===== src/rtl/fft_peak_tracker_if.sv =====
// fft_peak_tracker_if
//   Groups the frame-index input and the locked-peak result bus of the FFT
//   peak tracker.
//   master : drives index_valid/max_index, observes the peak result.
//   slave  : the tracker itself, consumes the index stream and drives results.
//   Signals:
//     index_valid  one-cycle strobe, max_index holds a new frame result
//     max_index    raw peak bin index from the FFT max-index stage
//     peak_index   locked bin index
//     peak_freq    locked frequency in Hz, saturated to FREQ_W bits
//     peak_valid   high while a lock is held
//     peak_update  one-cycle pulse when peak_index/peak_freq change
//     stale        high after the frame stream has stopped
interface fft_peak_tracker_if #(
  parameter int FREQ_W = 16
) ();
  logic              index_valid;
  logic [7:0]        max_index;
  logic [7:0]        peak_index;
  logic [FREQ_W-1:0] peak_freq;
  logic              peak_valid;
  logic              peak_update;
  logic              stale;

  modport master (
    output index_valid, max_index,
    input  peak_index, peak_freq, peak_valid, peak_update, stale
  );

  modport slave (
    input  index_valid, max_index,
    output peak_index, peak_freq, peak_valid, peak_update, stale
  );
endinterface


===== src/rtl/fft_peak_tracker.sv =====
// fft_peak_tracker
//   Qualifies the per-frame FFT peak bin, locks onto it once it has repeated
//   STABLE_COUNT consecutive accepted frames, converts the locked bin to Hz
//   and flags the result stale when frames stop arriving.
//   Ports:
//     clk_in   system clock, rising edge
//     reset_n  asynchronous active-low reset
//     bus      fft_peak_tracker_if.slave (index stream in, peak result out)
module fft_peak_tracker #(
  parameter int          STABLE_COUNT   = 4,
  parameter int          MIN_INDEX      = 1,
  parameter int unsigned BIN_HZ         = 195,
  parameter int          FREQ_W         = 16,
  parameter int          TIMEOUT_CYCLES = 1000000
) (
  input  logic               clk_in,
  input  logic               reset_n,
  fft_peak_tracker_if.slave  bus
);

  localparam int CNT_W = $clog2(STABLE_COUNT + 1);
  localparam int TMR_W = $clog2(TIMEOUT_CYCLES);
  localparam logic [CNT_W-1:0] CNT_FULL = CNT_W'(STABLE_COUNT);
  localparam logic [CNT_W-1:0] CNT_QUAL = CNT_W'(STABLE_COUNT - 1);
  localparam logic [TMR_W-1:0] TMR_MAX  = TMR_W'(TIMEOUT_CYCLES - 1);
  localparam logic [39:0]      FREQ_MAX = (40'd1 << FREQ_W) - 40'd1;

  typedef enum logic [1:0] {
    SEARCH = 2'd0,
    LOCKED = 2'd1,
    STALE  = 2'd2
  } state_t;

  state_t            state_q, state_d;
  logic [7:0]        cand_q, cand_d;
  logic [CNT_W-1:0]  cnt_q, cnt_d;
  logic [TMR_W-1:0]  timer_q, timer_d;
  logic [7:0]        peak_index_q, peak_index_d;
  logic [FREQ_W-1:0] peak_freq_q, peak_freq_d;
  logic              peak_valid_q, peak_valid_d;
  logic              peak_update_q, peak_update_d;
  logic              stale_q, stale_d;

  logic              accepted_s;
  logic              match_s;
  logic              qualify_s;
  logic              timeout_s;
  logic [39:0]       prod_s;
  logic [FREQ_W-1:0] freq_s;
  state_t            eff_state_s;

  // Sample classification and the saturated frequency of the incoming index.
  always_comb begin
    accepted_s = bus.index_valid && (bus.max_index >= 8'(MIN_INDEX));
    match_s    = (bus.max_index == cand_q) && (cnt_q != '0);
    qualify_s  = accepted_s && match_s && (cnt_q == CNT_QUAL);
    // timeout only fires on an idle cycle, so a coincident strobe wins
    timeout_s  = !bus.index_valid && (timer_q == TMR_MAX);
    prod_s     = 40'(bus.max_index) * 40'(BIN_HZ);
    if (prod_s > FREQ_MAX) begin
      freq_s = '1;
    end else begin
      freq_s = prod_s[FREQ_W-1:0];
    end
    // a strobe while stale is handled as a normal SEARCH sample
    if ((state_q == STALE) && bus.index_valid) begin
      eff_state_s = SEARCH;
    end else begin
      eff_state_s = state_q;
    end
  end

  // Next-state logic: candidate tracking, lock FSM, idle timer, outputs.
  always_comb begin
    state_d       = eff_state_s;
    cand_d        = cand_q;
    cnt_d         = cnt_q;
    peak_index_d  = peak_index_q;
    peak_freq_d   = peak_freq_q;
    peak_valid_d  = peak_valid_q;
    peak_update_d = 1'b0;
    stale_d       = stale_q;

    if (bus.index_valid) begin
      timer_d = '0;
      stale_d = 1'b0;
    end else if (timer_q == TMR_MAX) begin
      timer_d = timer_q;
    end else begin
      timer_d = timer_q + TMR_W'(1);
    end

    if (timeout_s) begin
      state_d      = STALE;
      stale_d      = 1'b1;
      peak_valid_d = 1'b0;
      peak_index_d = 8'd0;
      peak_freq_d  = '0;
      cand_d       = 8'd0;
      cnt_d        = '0;
    end else begin
      if (accepted_s) begin
        if (match_s) begin
          if (cnt_q != CNT_FULL) begin
            cnt_d = cnt_q + CNT_W'(1);
          end else begin
            cnt_d = cnt_q;
          end
        end else begin
          cand_d = bus.max_index;
          cnt_d  = CNT_W'(1);
        end
      end else if (bus.index_valid) begin
        cnt_d = '0;
      end else begin
        cnt_d = cnt_q;
      end

      case (eff_state_s)
        SEARCH: begin
          if (qualify_s) begin
            state_d       = LOCKED;
            peak_index_d  = bus.max_index;
            peak_freq_d   = freq_s;
            peak_valid_d  = 1'b1;
            peak_update_d = 1'b1;
          end else begin
            state_d = SEARCH;
          end
        end
        LOCKED: begin
          // the count saturates, so re-qualifying the held bin needs a change first
          if (qualify_s && (bus.max_index != peak_index_q)) begin
            peak_index_d  = bus.max_index;
            peak_freq_d   = freq_s;
            peak_update_d = 1'b1;
          end else begin
            state_d = LOCKED;
          end
        end
        STALE: begin
          state_d = STALE;
        end
        default: begin
          state_d = SEARCH;
        end
      endcase
    end
  end

  // State and output registers.
  always_ff @(posedge clk_in or negedge reset_n) begin
    if (!reset_n) begin
      state_q       <= SEARCH;
      cand_q        <= 8'd0;
      cnt_q         <= '0;
      timer_q       <= '0;
      peak_index_q  <= 8'd0;
      peak_freq_q   <= '0;
      peak_valid_q  <= 1'b0;
      peak_update_q <= 1'b0;
      stale_q       <= 1'b0;
    end else begin
      state_q       <= state_d;
      cand_q        <= cand_d;
      cnt_q         <= cnt_d;
      timer_q       <= timer_d;
      peak_index_q  <= peak_index_d;
      peak_freq_q   <= peak_freq_d;
      peak_valid_q  <= peak_valid_d;
      peak_update_q <= peak_update_d;
      stale_q       <= stale_d;
    end
  end

  assign bus.peak_index  = peak_index_q;
  assign bus.peak_freq   = peak_freq_q;
  assign bus.peak_valid  = peak_valid_q;
  assign bus.peak_update = peak_update_q;
  assign bus.stale       = stale_q;

endmodule


===== src/flat_wrapper.sv =====
// flat-port wrapper written by rule: the top's interface ports become plain ports
module fft_peak_tracker_flat 
#(
  parameter int          STABLE_COUNT   = 4,
  parameter int          MIN_INDEX      = 1,
  parameter int unsigned BIN_HZ         = 195,
  parameter int          FREQ_W         = 16,
  parameter int          TIMEOUT_CYCLES = 1000000
)
  (clk_in, reset_n, bus_index_valid, bus_max_index, bus_peak_index, bus_peak_freq, bus_peak_valid, bus_peak_update, bus_stale);
  fft_peak_tracker_if #(.FREQ_W(FREQ_W)) bus_i ();
  input  logic clk_in;
  input  logic reset_n;
  input wire logic [$bits(bus_i.index_valid)-1:0] bus_index_valid;
  input wire logic [$bits(bus_i.max_index)-1:0] bus_max_index;
  output wire logic [$bits(bus_i.peak_index)-1:0] bus_peak_index;
  output wire logic [$bits(bus_i.peak_freq)-1:0] bus_peak_freq;
  output wire logic [$bits(bus_i.peak_valid)-1:0] bus_peak_valid;
  output wire logic [$bits(bus_i.peak_update)-1:0] bus_peak_update;
  output wire logic [$bits(bus_i.stale)-1:0] bus_stale;
  assign bus_i.index_valid = bus_index_valid;
  assign bus_i.max_index = bus_max_index;
  assign bus_peak_index = bus_i.peak_index;
  assign bus_peak_freq = bus_i.peak_freq;
  assign bus_peak_valid = bus_i.peak_valid;
  assign bus_peak_update = bus_i.peak_update;
  assign bus_stale = bus_i.stale;
  fft_peak_tracker #(.STABLE_COUNT(STABLE_COUNT), .MIN_INDEX(MIN_INDEX), .BIN_HZ(BIN_HZ), .FREQ_W(FREQ_W), .TIMEOUT_CYCLES(TIMEOUT_CYCLES)) u_core (.clk_in(clk_in), .reset_n(reset_n), .bus(bus_i));
endmodule

===== config.mk =====
export PLATFORM = sky130hd
export DESIGN_NAME = fft_peak_tracker_flat
export DESIGN_NICKNAME = d
export VERILOG_FILES = /design/src/rtl/fft_peak_tracker_if.sv /design/src/rtl/fft_peak_tracker.sv /design/src/flat_wrapper.sv
export SDC_FILE = /design/constraint.sdc
export NUM_CORES = 1
export LEC_CHECK = 0
export CELL_PAD_IN_SITES_DETAIL_PLACEMENT = 1
export CELL_PAD_IN_SITES_GLOBAL_PLACEMENT = 1
export CORE_UTILIZATION = 45
export CTS_BUF_LIST = sky130_fd_sc_hd__clkbuf_4 sky130_fd_sc_hd__clkbuf_8
export CTS_CLUSTER_DIAMETER = 80
export DETAILED_ROUTE_END_ITERATION = 16
export PLACE_DENSITY_LB_ADDON = 0.1
export SLEW_MARGIN = 20
export SYNTH_ARGS = -nofsm -noshare
export SYNTH_HDL_FRONTEND = slang
export SYNTH_SLANG_ARGS = --single-unit
export TNS_END_PERCENT = 30

===== constraint.sdc =====
create_clock -name clk_in -period 4.1 [get_ports clk_in]
set_input_delay 0.41 -clock clk_in [delete_from_list [all_inputs] [get_ports clk_in]]
set_output_delay 0.41 -clock clk_in [all_outputs]
set_load 0.01 [all_outputs]

==> flow_summary.yaml <==
critical_path:
  cp.arrival_ps: 4020
  r2r_end: "u_core.bus.peak_freq[5]"
  worst_setup_path_start_kind: "input pin"
  critical_path_required_ps: 4330
  crit_family: "adder cells"
  critical_path_class: "in2reg"
  slowest_stage: "clkdlybuf4s50_1"
  crit_fanout: 4
  crit_buf_inv: 4
  rr_startpoint: "u_core.cnt_q[0]"
  crit_top_cell: "ha_1"
  r2r_slack_ps: 1490
  path_cells: "clkdlybuf4s50_1 > inv_1 > ha_1 > ha_1 > ha_1 > inv_1 > fa_1 > inv_1 > ha_1 > a21oi_1 > nand2_1 > o21ai_0 > mux2i_1 > a31oi_1 > or2_1"
  reg2reg_depth: 6
  endpoint_kind: "flop"
  slowest_delay_ps: 570
detailed_routing:
  firstDrtPassIters: 10
  wl_per_cell_um: 18.0
  ant_nets: 0
  vias: 3436
  drt_iter0_markers: 131
  drc: 1
  vias_per_cell: 5.73
  wirelength_mm: 10.8
finish:
  antenna_cells: 0
  nFillCells: 1035
  drive_above_1_share: 0.0813
  fin_nets: 551
  syn_to_final_growth_pct: 15.8
  final_cell_mix: "dfrtp_1, ha_1, nand2_1"
  layout_commonest_cell: "dfrtp_1"
power:
  combPwrFrac: 0.252
  seq_power_share: 0.407
  sw_frac_of_total: 0.337
  ir_worst_vdd_uv: 162
  powerDensity_nw_per_um2: 311
  clkPwrFrac: 0.342
  power_mw: 1.49
  switching_power_mw: 0.503
  p_int_mw: 0.991
  cellLeakagePower_nw: 2.19
outcome:
  violations: "design-rule violations"
  status: "finished with violations"
grt:
  grt_pass1_vias: 3598
  grt_pass1_wl_mm: 18.3
  grt_use_total: 0.241
  grt_max_degree: 60
  overflow: 0
  grt_antenna_before_repair: 0
place:
  gp_congestion: 0.902
  place_hpwl_mm: 8.07
  post-place-ws_ps: 1.35
  portBuffers: 37
floorplanning:
  die_h_um: 98.1
  die_x_um: 98.1
  core_um2: 8850
  initial_utilization: 0.469
  io-pin-count: 38
  die_area_um2: 9620
  rows: 34
logic_synthesis:
  synthArstFlopShare: 1.00
  synth-edff-count: 0
  avgSynthCellArea_um2: 9.38
  syn_inst: 443
  synth_nets: 507
  synth_seq_cells: 59
  synth.yosys.seq_area_share: 0.355
  yosysWarnings: 0
  synthesis.area_um2: 4150
  yosys_most_used_dff: "dfrtp_1"
  synth_cell_types: 55
sta:
  hold_ws_ps: 215
  setup_tns_ps: 0
  slew_violations: 0
  setup_ws_ps: 312
  fin_skew_ps: 12.4
  max_freq_ghz: 0.264
  hold_violations: 0
  fin_crit_ps: 3790
  rsz0062_at_grt: "false"
  final-setup-viol-count: 0
  max_slew_margin: 0.431
  finalCritPeriodShare: 0.924
  worst_pin_slew_ps: 851
cts:
  root_buffer: "clkbuf_8"
  cts_resized: 0
  path_clk_slew_ps: 80
  cts_setup_buffers: 0
  hold_buffers: 0
  cts_made_buffers: 9
  cts_tree: "built"
  cts.sinks: 59
  cts_buffer_depth: 2
  clk-insertion-delay-late_ps: 350
  htreeDepth: 3
run:
  maxCapViolations: 0
worst_hold_path:
  hp-class: "in2async"
## power by group through the flow
stage / Combinational [mW] / Sequential, mW / Clock (mW)
6_report: 0.376 / 0.607 / 0.511
5_1_grt: 0.424 / 0.610 / 0.546
4_1_cts: 0.378 / 0.607 / 0.526
3_5_place_dp: 0.375 / 0.619 / 0
3_3_place_gp: 0.360 / 0.618 / 0
2_1_floorplan: 0.255 / 0.616 / 0
## synth_stat cells, drive strengths merged (3+ instances only)
master,instances,area [µm²]
a21o,6,45.0
a21oi,15,75.1
a31oi,4,25.0
and2,5,33.8
and3,7,43.8
buf,12,111
clkbuf,5,18.8
dfrtp,59,1480
fa,4,80.1
ha,49,613
inv,28,105
nand2,42,158
nand3,27,135
nand4,4,40.0
nor2,33,124
nor2b,3,18.8
nor3,10,50.1
nor4,5,31.3
o211ai,3,22.5
o21a,3,22.5
o21ai,26,130
o22a,3,26.3
o31ai,13,97.6
o41ai,3,26.3
or2,4,25.0
or3,9,56.3
or4,3,26.3
xnor2,19,166
xor2,17,149
## how the worst max path moves through the flow
stage	from	endpoint	cells past startpoint
finish	bus_max_index[2]	u_core.bus.peak_freq[13]	15
global route	bus_max_index[2]	u_core.bus.peak_freq[13]	15
CTS	bus_max_index[2]	u_core.bus.peak_freq[13]	15
detailed placement	bus_max_index[2]	u_core.bus.peak_freq[13]	15
global placement	bus_max_index[2]	u_core.bus.peak_freq[13]	15
floorplan	bus_max_index[2]	u_core.bus.peak_freq[13]	14
## state kept, by name, summed over array words and instances (netlist names)
register                count
u_core.state_q              2
u_core.bus.stale            1
u_core.cnt_q                3
u_core.bus.peak_valid       1
u_core.timer_q             20
u_core.bus.peak_update      1
u_core.cand_q               8
u_core.bus.peak_freq       16
u_core.bus.peak_index       7
## metrics by stage
| step | cell area, µm² | instances | utilization |
|---|---|---|---|
| floorplan | 4150 | 443 | - |
| global placement | 4620 | 584 | 0.522 |
| detailed placement | 4620 | 584 | 0.522 |
| CTS | 4810 | 600 | 0.543 |
| global route | 4810 | 600 | 0.543 |
| finish | 4810 | 600 | 0.543 |
## layer usage
layer	wire [µm]	vias up	share of wire	GRT usage
li1	-	1649	-	-
met1	4990	1730	0.46	0.318
met2	5410	45	0.50	0.417
met3	279	12	0.026	0.0279
met4	145	0	0.013	0.0711
met5	0	-	0	0
## kinds of logic (layout without fill, tap and decap cells)
family	after synthesis	after routing	share of synthesized area
DFF	59	59	0.355
xor gates and xnor gates	36	36	0.0759
adders and majority gates	53	53	0.167
buffers and inverters	46	95	0.0587
muxes	2	2	0.00482
and+or+nand+nor	160	160	0.196
AOI/OAI and AO/OA	87	87	0.142
## area by class of cell
cell class,count,area [µm²],share of cell area
Multi-Input combinational cell,338,2430,0.506
Clock buffer,10,138,0.0286
Inverter,29,114,0.0237
Timing Repair Buffer,50,463,0.0963
Sequential cell,59,1480,0.307
Clock inverter,6,48.8,0.0101
Tap cell,108,135,0.0281
No activity file was read; power rests on OpenSTA's default activity.
